--- config.mk ---
export PLATFORM = sky130hd
export DESIGN_NAME = tdm_demux8
export DESIGN_NICKNAME = d
export VERILOG_FILES = /design/src/rtl/tdm_demux8.sv
export SDC_FILE = /design/constraint.sdc
export NUM_CORES = 1
export LEC_CHECK = 0
export ABC_AREA = 1
export CAP_MARGIN = 20
export CORE_MARGIN = 1.5
export CORE_UTILIZATION = 55
export CTS_CLUSTER_SIZE = 24
export DETAILED_ROUTE_END_ITERATION = 6
export GPL_TIMING_DRIVEN = 0
export HOLD_SLACK_MARGIN = 0.06
export PLACE_DENSITY = 0.83
export SETUP_SLACK_MARGIN = 0.5
export SLEW_MARGIN = 20
export SYNTH_ARGS = -nofsm -noshare
export SYNTH_HDL_FRONTEND = slang
export SYNTH_SLANG_ARGS = --single-unit
--- constraint.sdc ---
create_clock -name clk -period 2.8 [get_ports clk]
set_input_delay 0.56 -clock clk [delete_from_list [all_inputs] [get_ports clk]]
set_output_delay 0.56 -clock clk [all_outputs]
set_load 0.005 [all_outputs]
--- src/rtl/tdm_demux8.sv ---
// Receive side of an 8-slot TDM link: rebuilds parallel frames from a serial
// bit stream, using frame_sync to acquire alignment and slot wrap to keep it.
module tdm_demux8 #(
  parameter int NUM_CH = 8,
  parameter int SEL_W  = 3
) (
  input  logic              clk,
  input  logic              rst_n,
  input  logic              din,
  input  logic              din_valid,
  input  logic              frame_sync,
  output logic [NUM_CH-1:0] dout,
  output logic              dout_valid,
  output logic [SEL_W-1:0]  slot,
  output logic              locked,
  output logic              sync_err
);

  typedef enum logic {
    HUNT,
    LOCKED
  } state_e;

  localparam logic [SEL_W-1:0] LAST_SLOT  = SEL_W'(NUM_CH - 1);
  localparam logic [SEL_W-1:0] FIRST_DATA = SEL_W'(1);

  state_e            state_q;
  logic [SEL_W-1:0]  slot_q;
  logic [NUM_CH-1:0] shadow_q;
  logic [NUM_CH-1:0] dout_q;
  logic              dout_valid_q;
  logic              sync_err_q;
  logic              locked_q;

  logic [SEL_W-1:0]  slot_d;
  logic [NUM_CH-1:0] frame_d;
  logic [NUM_CH-1:0] restart_d;

  // NUM_CH is a power of two, so the natural counter overflow is the slot wrap.
  always_comb begin
    slot_d    = slot_q + 1'b1;
    frame_d   = {din, shadow_q[NUM_CH-2:0]};
    restart_d = {{(NUM_CH-1){1'b0}}, din};
  end

  always_ff @(posedge clk or negedge rst_n) begin
    if (!rst_n) begin
      state_q      <= HUNT;
      slot_q       <= '0;
      shadow_q     <= '0;
      dout_q       <= '0;
      dout_valid_q <= 1'b0;
      sync_err_q   <= 1'b0;
      locked_q     <= 1'b0;
    end else begin
      dout_valid_q <= 1'b0;
      sync_err_q   <= 1'b0;
      if (din_valid) begin
        case (state_q)
          HUNT: begin
            if (frame_sync) begin
              shadow_q <= restart_d;
              slot_q   <= FIRST_DATA;
              state_q  <= LOCKED;
              locked_q <= 1'b1;
            end
          end
          LOCKED: begin
            // A sync anywhere but slot 0 (including the last slot) aborts the frame.
            if (frame_sync && (slot_q != '0)) begin
              sync_err_q <= 1'b1;
              shadow_q   <= restart_d;
              slot_q     <= FIRST_DATA;
            end else begin
              shadow_q[slot_q] <= din;
              slot_q           <= slot_d;
              if (slot_q == LAST_SLOT) begin
                dout_q       <= frame_d;
                dout_valid_q <= 1'b1;
              end
            end
          end
          default: begin
            state_q  <= HUNT;
            locked_q <= 1'b0;
            slot_q   <= '0;
          end
        endcase
      end
    end
  end

  assign dout       = dout_q;
  assign dout_valid = dout_valid_q;
  assign slot       = slot_q;
  assign locked     = locked_q;
  assign sync_err   = sync_err_q;

endmodule

# Yosys cells after proc, flatten, opt, wreduce, memory -nomap -nowiden
# Cells that the tools add are included.
# op_classes
n_addsub,1
n_mux,18
bitwise,2
n_reduce_logical,6
n_eq_ne,2
magnitude_cmp,2
# ops
operator,n
$mux W8,2
$pmux W8 S2,1
$mux W1,10
$bwmux W8,1
$mux W3,2
$pmux W3 S2,1
$lt A3 B4 Y1 const B,1
$reduce_and A4 Y1,1
$add A3 B1 Y3 const B,1
$demux W1 S3,1
$eq A3 B3 Y1 const B,1
$ge A3 B1 Y1 const B,1
$reduce_and A3 Y1,1
$reduce_bool A3 Y1,1
$logic_and A1 B1 Y1,2
$ne A2 B2 Y1 const B,1
$not A1 Y1,2
$reduce_and A2 Y1,1
# word_totals
in_bits,5
reg_bits,23

# Logic depth before layout (Yosys ltp)
# Gate-level depths: netlist of the first run.
# depth
word_depth,7
mapped_depth,9
ltp_nobuf,9

# Worst setup path before layout of the first run
# OpenSTA, ideal clock, no wires.
# synth_path
path_kind,register to register
startpoint,"register slot_q[0], in the netlist slot[0]"
endpoint,"register dout_q[0], in the netlist dout[0]"
path_slack_ps,1403
path_stages_with_launch,9
arrival_ps,1280
n_path_buf,1
required_ps,2683
period_less_slack_ps,1397
path_cell_list,dfrtp_1 -> inv_2 -> ha_1 -> nand2_2 -> nand2_4 -> nand4_4 -> buf_12 -> nand2_2 -> o21ai_2
# synth_between
elab_chain_len,4
# synth_rtl
element,line,rtl
"start, declared",28,logic [SEL_W-1:0] slot_q;
"start signal, assigned",76,slot_q <= slot_d;
$reduce_bool A3 Y1,70,if (frame_sync && (slot_q != '0)) begin
$logic_and A1 B1 Y1,70,
$not A1 Y1 (no source line),-,
$reduce_and A4 Y1 (no source line) (*),-,
"end signal, assigned",78,dout_q <= frame_d;
"end, declared",30,logic [NUM_CH-1:0] dout_q;
# Every way passes the cells marked *; elsewhere a longest branch is shown, timed or not.
# A chain may end at the register's enable or synchronous reset.

# Worst setup path after layout of the first run
# layout_path
startpoint,"register slot_q[1], in the netlist slot[1]"
endpoint,output slot[1]
# layout_rtl
element,line,rtl
"end, declared",14,"output logic [SEL_W-1:0] slot,"
# No word-level cell between the ends.

==> metrics.md, run 1 <==
| Metric | Value |
|---|---|
| Num rows | 15 |
| CTS Hold Bufs | 0 |
| Startpoint Class | flip-flop |
| Total routed wirelength | 2140 um |
| Total leakage power | 0.654 nW |
| # port buffers | 18 |
| Crit path max fanout | 8 |
| Layout Nets | 139 |
| Die area | 2250 um2 |
| R2R Setup Slk | 1.22 ns |
| Library cells used by synthesis | 21 |
| Tcrit/Tclk final | 0.696 |
| Ys Warns | 0 |
| Post-DP HPWL | 1490 um |
| Setup TNS | 0 ns |
| CTS sink count | 22 |
| Later-pin clock latency in the skew report | 0.30 ns |
| Async S/R FF share, synth | 1.00 |
| 1st-iter DRT viols | 25 |
| Vias per std cell | 5.39 |
| Cell depth of the worst setup path | 1 |
| Core area | 1780 um2 |
| Root Driver | clkbuf_4 |
| Via Count | 835 |
| Final ANT Viol Nets | 0 |
| Peak VDD IR | 570 uV |
| Max Cap Violations | 0 |
| Syn Std Cell Area | 1090 um2 |
| First-pass GRT wire length | 3620 um |
| # resized after CTS | 0 |
| Pins Over Slew Limit | 0 |
| Synthesized instance count | 108 |
| Crit path DAT | 1.39 ns |
| Worst-Margin Slew | 1.00 ns |
| Final setup vio count | 0 |
| Crit. End Element | output port |
| Syn nets | 116 |
| Clock Tree Buf Depth | 2 |
| Critical path's slowest cell | clkdlybuf4s50_1 |
| Minimum clock period | 1.95 ns |
| Largest stage delay on the critical path | 0.56 ns |
| Number of fill cells | 129 |
| Area Growth Syn to Fin | 24.3% |
| Most common cell after layout, fill and taps aside | dfrtp_1 |
| Cts bufs inserted | 3 |
| Ys flop type | dfrtp_1 |
| Crit-path leading delay family | buffers and inverters |
| Worst hold path stage count | 1 |
| Total GRT Usage | 0.233 |
| Most frequent cells in the layout | dfrtp_1 (22), nand2_1 (21), clkdlybuf4s50_1 (18), nand3_1 (15), nand2_2 (12) |
| Crit path cell chain | clkdlybuf4s50_1 |
| Layout cells sized above 1 | 0.246 |
| Mean Syn Cell Area | 10.1 um2 |
| #FFs+latches synth | 22 |
| I/O Pins | 19 |
| RePlAce Congestion | 0.847 |
| Final Skew | 0.00228 ns |
| Initial antenna violation count | 0 |
| Final Hold Vio Count | 0 |
| CP bufs+invs | 1 |
| Fin worst setup slack | 0.850 ns |
| Die H | 47.4 um |
| Drt first pass iters | 4 |
| Path type of the worst setup path | flip-flop to output port |
| Number of synthesized flops with an enable pin | 0 |
| Max transition margin | 0.331 |
| Worst Hold Class | flip-flop to flip-flop |
| TritonCTS clock tree | done |
| Max Clock Freq | 0.513 GHz |
| Status | finished, final reports clean |
| Worst slack, placed | 0.915 ns |
| Die width | 47.4 um |
| WL per Instance | 13.8 um |
| DRC | 0 |
| R2R depth | 8 |
| GRT Residual Overflow | 0 |
| Worst-path clk slew | 0.12 ns |
| Pin count of the biggest net entering global routing | 23 |
| Postcts setup bufs | 0 |
| Sequential share of the synthesized area | 0.507 |
| CP Data Required Time | 2.24 ns |
| Number of global-route vias before repair | 811 |
| Starting Density | 0.609 |
| RSZ-0062 raised after global routing | false |
| Power Dens Cells | 830 nW/um2 |
| Diode count | 0 |
| Htree depth | 1 |
[power breakdown]
part / total (W) / switching [W] / leakage, nW / internal, W
logic: 0.000398 / 0.000201 / 0.337 / 0.000197
clock network: 0.000242 / 0.0000976 / 0.0279 / 0.000145
registers: 0.000481 / 0.0000819 / 0.289 / 0.000399
[worst paths after layout]
check	startpoint	to
setup / recovery	slot[1]	slot[1]
hold / removal	locked	locked
setup reg to reg	slot[0]	dout[4]
hold reg to reg	locked	locked
max in group asynchronous	rst_n	shadow_q[1]
min in group asynchronous	rst_n	slot[1]
[synthesized netlist by cell type (2+ instances only)]
cell,instances,share of area
buf_6,2,0.021
dfrtp_1,22,0.51
ha_1,3,0.035
inv_1,5,0.017
inv_2,3,0.010
nand2_1,21,0.073
nand2_2,12,0.069
nand2_4,3,0.031
nand3_1,15,0.069
nand4_2,2,0.023
nor2_1,4,0.014
o21ai_1,5,0.023
o21ai_2,2,0.016
o22ai_1,2,0.012
[flip-flops by register name, summed over array words and instances, names as in the netlist]
signal	cells
sync_err	1
state_q	1
dout	8
slot	3
shadow_q	7
locked	1
dout_valid	1
[through the flow]
stage / util / total power [W] / instance area, um2 / hold WS [ns] / std cells
5_1_grt: 0.757 / 0.00120 / 1350 / 0.524 / 155
4_1_cts: 0.757 / 0.00113 / 1350 / 0.492 / 155
6_report: 0.757 / 0.00112 / 1350 / 0.486 / 155
3_3_place_gp: 0.728 / 0.000860 / 1300 / 0.457 / 151
3_5_place_dp: 0.728 / 0.000883 / 1300 / 0.461 / 151
2_1_floorplan: - / 0.000708 / 1090 / 0.264 / 108
[kinds of logic after synthesis]
kind of cell | synth area share
flip-flops | 0.507
buffers and inverters | 0.0668
AND/OR/NAND/NOR | 0.329
adder cells (fa/ha/maj) | 0.0346
AO/OA/AOI/OAI | 0.0622
[metal layers]
layer	global-route usage	up-vias	share of wire
met2	0.376	37	0.50
met3	0.0453	6	0.057
li1	-	401	-
met5	0	-	0
met1	0.300	391	0.42
met4	0.117	0	0.021
[final cells by class]
cell class              count  area [um2]  area share
flip-flops and latches     22         551       0.408
plain buffers               3        42.5      0.0315
multi-input cells          75         463       0.343
well taps                  25        31.3      0.0232
inverters                   8        30.0      0.0222
clock buffers               3        22.5      0.0167
repair buffers             18         180       0.133
clock inverters             1        30.0      0.0222
Power figures use the tool's default switching activity.
==> run 2: changes to the inputs <==
--- a/config.mk
+++ b/config.mk
@@ -8,12 +8,12 @@
 export ABC_AREA = 1
 export CAP_MARGIN = 20
 export CORE_MARGIN = 1.5
-export CORE_UTILIZATION = 55
+export CORE_UTILIZATION = 51
 export CTS_CLUSTER_SIZE = 24
 export DETAILED_ROUTE_END_ITERATION = 6
 export GPL_TIMING_DRIVEN = 0
 export HOLD_SLACK_MARGIN = 0.06
-export PLACE_DENSITY = 0.83
+export PLACE_DENSITY = 0.78
 export SETUP_SLACK_MARGIN = 0.5
 export SLEW_MARGIN = 20
 export SYNTH_ARGS = -nofsm -noshare
==> constraint.sdc (replaced) <==
create_clock -name clk -period 1.9 [get_ports clk]
set_input_delay 0.38 -clock clk [delete_from_list [all_inputs] [get_ports clk]]
set_output_delay 0.38 -clock clk [all_outputs]
set_load 0.005 [all_outputs]
==> metrics.md, run 2 (same netlist as run 1, synthesis figures left out) <==
| Metric | Value |
|---|---|
| Crit path DAT | 1.75 ns (+0.36 ns) |
| Reg2reg start | slot[1] |
| Later-pin clock latency in the skew report | 0.32 ns (+0.02 ns) |
| Non-filler cells, final | 186 (+20%) |
| First-pass GRT wire length | 3630 um (+0.19%) |
| Post-DP HPWL | 1300 um (-13%) |
| Clock Tree Buf Depth | 2 (unchanged) |
| Worst R2R End | dout[2] |
| Most frequent cells in the layout | buf_4 (22), nand2_1 (21), dfrtp_1 (19), nand3_1 (15) |
| Crit-path leading delay family | flip-flops |
| Max Clock Freq | 0.655 GHz |
| Most common cell after layout, fill and taps aside | buf_4 |
| # port buffers | 18 (unchanged) |
| Cts bufs inserted | 3 (unchanged) |
| 1st-iter DRT viols | 36 (+44%) |
| Layout cells sized above 1 | 0.440 (+0.194) |
| Setup TNS | 0 ns (unchanged) |
| Area Growth Syn to Fin | 53.8% |
| RePlAce Congestion | 0.825 (-2.6%) |
| Power Dens Cells | 1210 nW/um2 (+46%) |
| Total leakage power | 0.898 nW (+37%) |
| TritonCTS clock tree | done |
| Tcrit/Tclk final | 0.803 |
| Initial antenna violation count | 0 (unchanged) |
| Htree depth | 1 (unchanged) |
| CP bufs+invs | 3 (+2) |
| Most common cell on crit path | nand2_4 |
| CTS sink count | 22 (unchanged) |
| Power, Total | 0.00202 W (+81%) |
| Final setup vio count | 0 (unchanged) |
| WL per Instance | 14.0 um (+1.5%) |
| Design area | 1670 um2 (+24%) |
| Die width | 49.1 um (+3.6%) |
| Startpoint Class | flip-flop |
| Pin count of the biggest net entering global routing | 23 (unchanged) |
| Core area | 1980 um2 (+11%) |
| Worst slack, placed | 0.209 ns (-0.706 ns) |
| Critical path's slowest cell | dfrtp_2 |
| Num rows | 16 (+1) |
| R2R depth | 9 (+1) |
| Fin worst setup slack | 0.374 ns (-0.476 ns) |
| Crit path max fanout | 5 (-3) |
| R2R Setup Slk | 0.37 ns (-0.85 ns) |
| Die H | 49.1 um (+3.6%) |
| Die area | 2420 um2 (+7.3%) |
| Total GRT Usage | 0.199 (-0.0344) |
| CTS Hold Bufs | 0 (unchanged) |
| Final Hold Vio Count | 0 (unchanged) |
| GRT Residual Overflow | 0 (unchanged) |
| Number of global-route vias before repair | 782 (-3.6%) |
| Peak VDD IR | 1030 uV (+82%) |
| I/O Pins | 19 (unchanged) |
| Via Count | 967 (+16%) |
| Diode count | 0 (unchanged) |
| Pins Over Slew Limit | 0 (unchanged) |
| Vias per std cell | 5.20 (-3.5%) |
| Crit path cell chain | buf_6, inv_4, ha_4, nand2_4, nand2_8, nand4_4, clkbuf_16, nand2_4, nand2_1 |
| Placed cell areas | 1300 um2 (+0.19%) |
| Starting Density | 0.548 (-0.0611) |
| Max Cap Violations | 0 (unchanged) |
| RSZ-0062 raised after global routing | true |
| Max transition margin | 0.355 (+0.0250) |
| Worst-path clk slew | 0.13 ns (about the same) |
| Minimum clock period | 1.53 ns |
| Final ANT Viol Nets | 0 (unchanged) |
| Total routed wirelength | 2610 um (+22%) |
| DRC | 0 (unchanged) |
| Layout Nets | 168 (+21%) |
| Number of flip-flops in the largest register | 8 (unchanged) |
| Worst Hold Class | input port to asynchronous set/reset pin |
| Drt first pass iters | 4 (unchanged) |
| Largest stage delay on the critical path | 0.45 ns (-0.11 ns) |
| Path type of the worst setup path | flip-flop to flip-flop |
| CP Data Required Time | 2.12 ns (-0.12 ns) |
| Worst-Margin Slew | 0.965 ns (-0.0359 ns) |
| Status | finished, final reports clean |
| Crit. End Element | flip-flop |
| Cells after DPL | 153 (+1.3%) |
| Root Driver | clkbuf_4 |
| Final Skew | 0.0110 ns (+0.00876 ns) |
==> run 2: changes by cell type in the layout (fill, tap and decap cells not counted), sizes merged <==
cell / before / now
dlygate4sd2: 0 / 9
dlymetal6s2s: 0 / 3
buf: 3 / 31
clkbuf: 3 / 5
clkdlybuf4s15: 0 / 3
clkdlybuf4s50: 18 / 2
==> run 2: final cells by class <==
type	instances	area, um2
Tap cell	27	33.8
Fill cell	109	312
Timing Repair Buffer	47	438
Buffer	3	42.5
Clock inverter	1	30.0
Sequential cell	22	554
Clock buffer	3	22.5
Multi-Input combinational cell	75	509
Inverter	8	40.0
==> run 2: stage by stage <==
| stage | util | hold WS, ns |
|---|---|---|
| 5_1_grt | 0.843 | 0.272 |
| 6_report | 0.843 | 0.194 |
| 2_1_floorplan | - | 0.0844 |
| 3_3_place_gp | 0.656 | 0.458 |
| 3_5_place_dp | 0.656 | 0.461 |
| 4_1_cts | 0.734 | 0.487 |
==> run 2: worst max path at each step <==
stage,endpoint,cells after the start,startpoint
final,dout[2],9,slot[1]
after global routing,dout[7],9,slot[1]
after CTS,slot[1],1,slot[1]
after detailed placement,shadow_q[4],7,din_valid
after global placement,shadow_q[4],7,din_valid
after floorplan,dout[0],8,slot[0]
==> run 2: metal layers <==
| metal | GRT usage | up-vias | part of all wire |
|---|---|---|---|
| li1 | - | 460 | - |
| met1 | 0.246 | 459 | 0.43 |
| met2 | 0.345 | 36 | 0.50 |
| met3 | 0.0276 | 12 | 0.036 |
| met4 | 0.0857 | 0 | 0.028 |
| met5 | 0 | - | 0 |
==> run 2: what timing repair did <==
action / in CTS / in global routing
cloned: 0 / 1
hold endpoints to repair: 0 / 0
setup endpoints to repair: 28 / 28
pin swaps: 1 / 10
gates resized for setup: 20 / 23
setup buffers: 14 / 14
==> run 2: report_power, final <==
part / switching (W) / internal (W)
clock network: 0.000149 / 0.000213
logic: 0.000481 / 0.000518
registers: 0.0000696 / 0.000593
total: 0.000699 / 0.00132
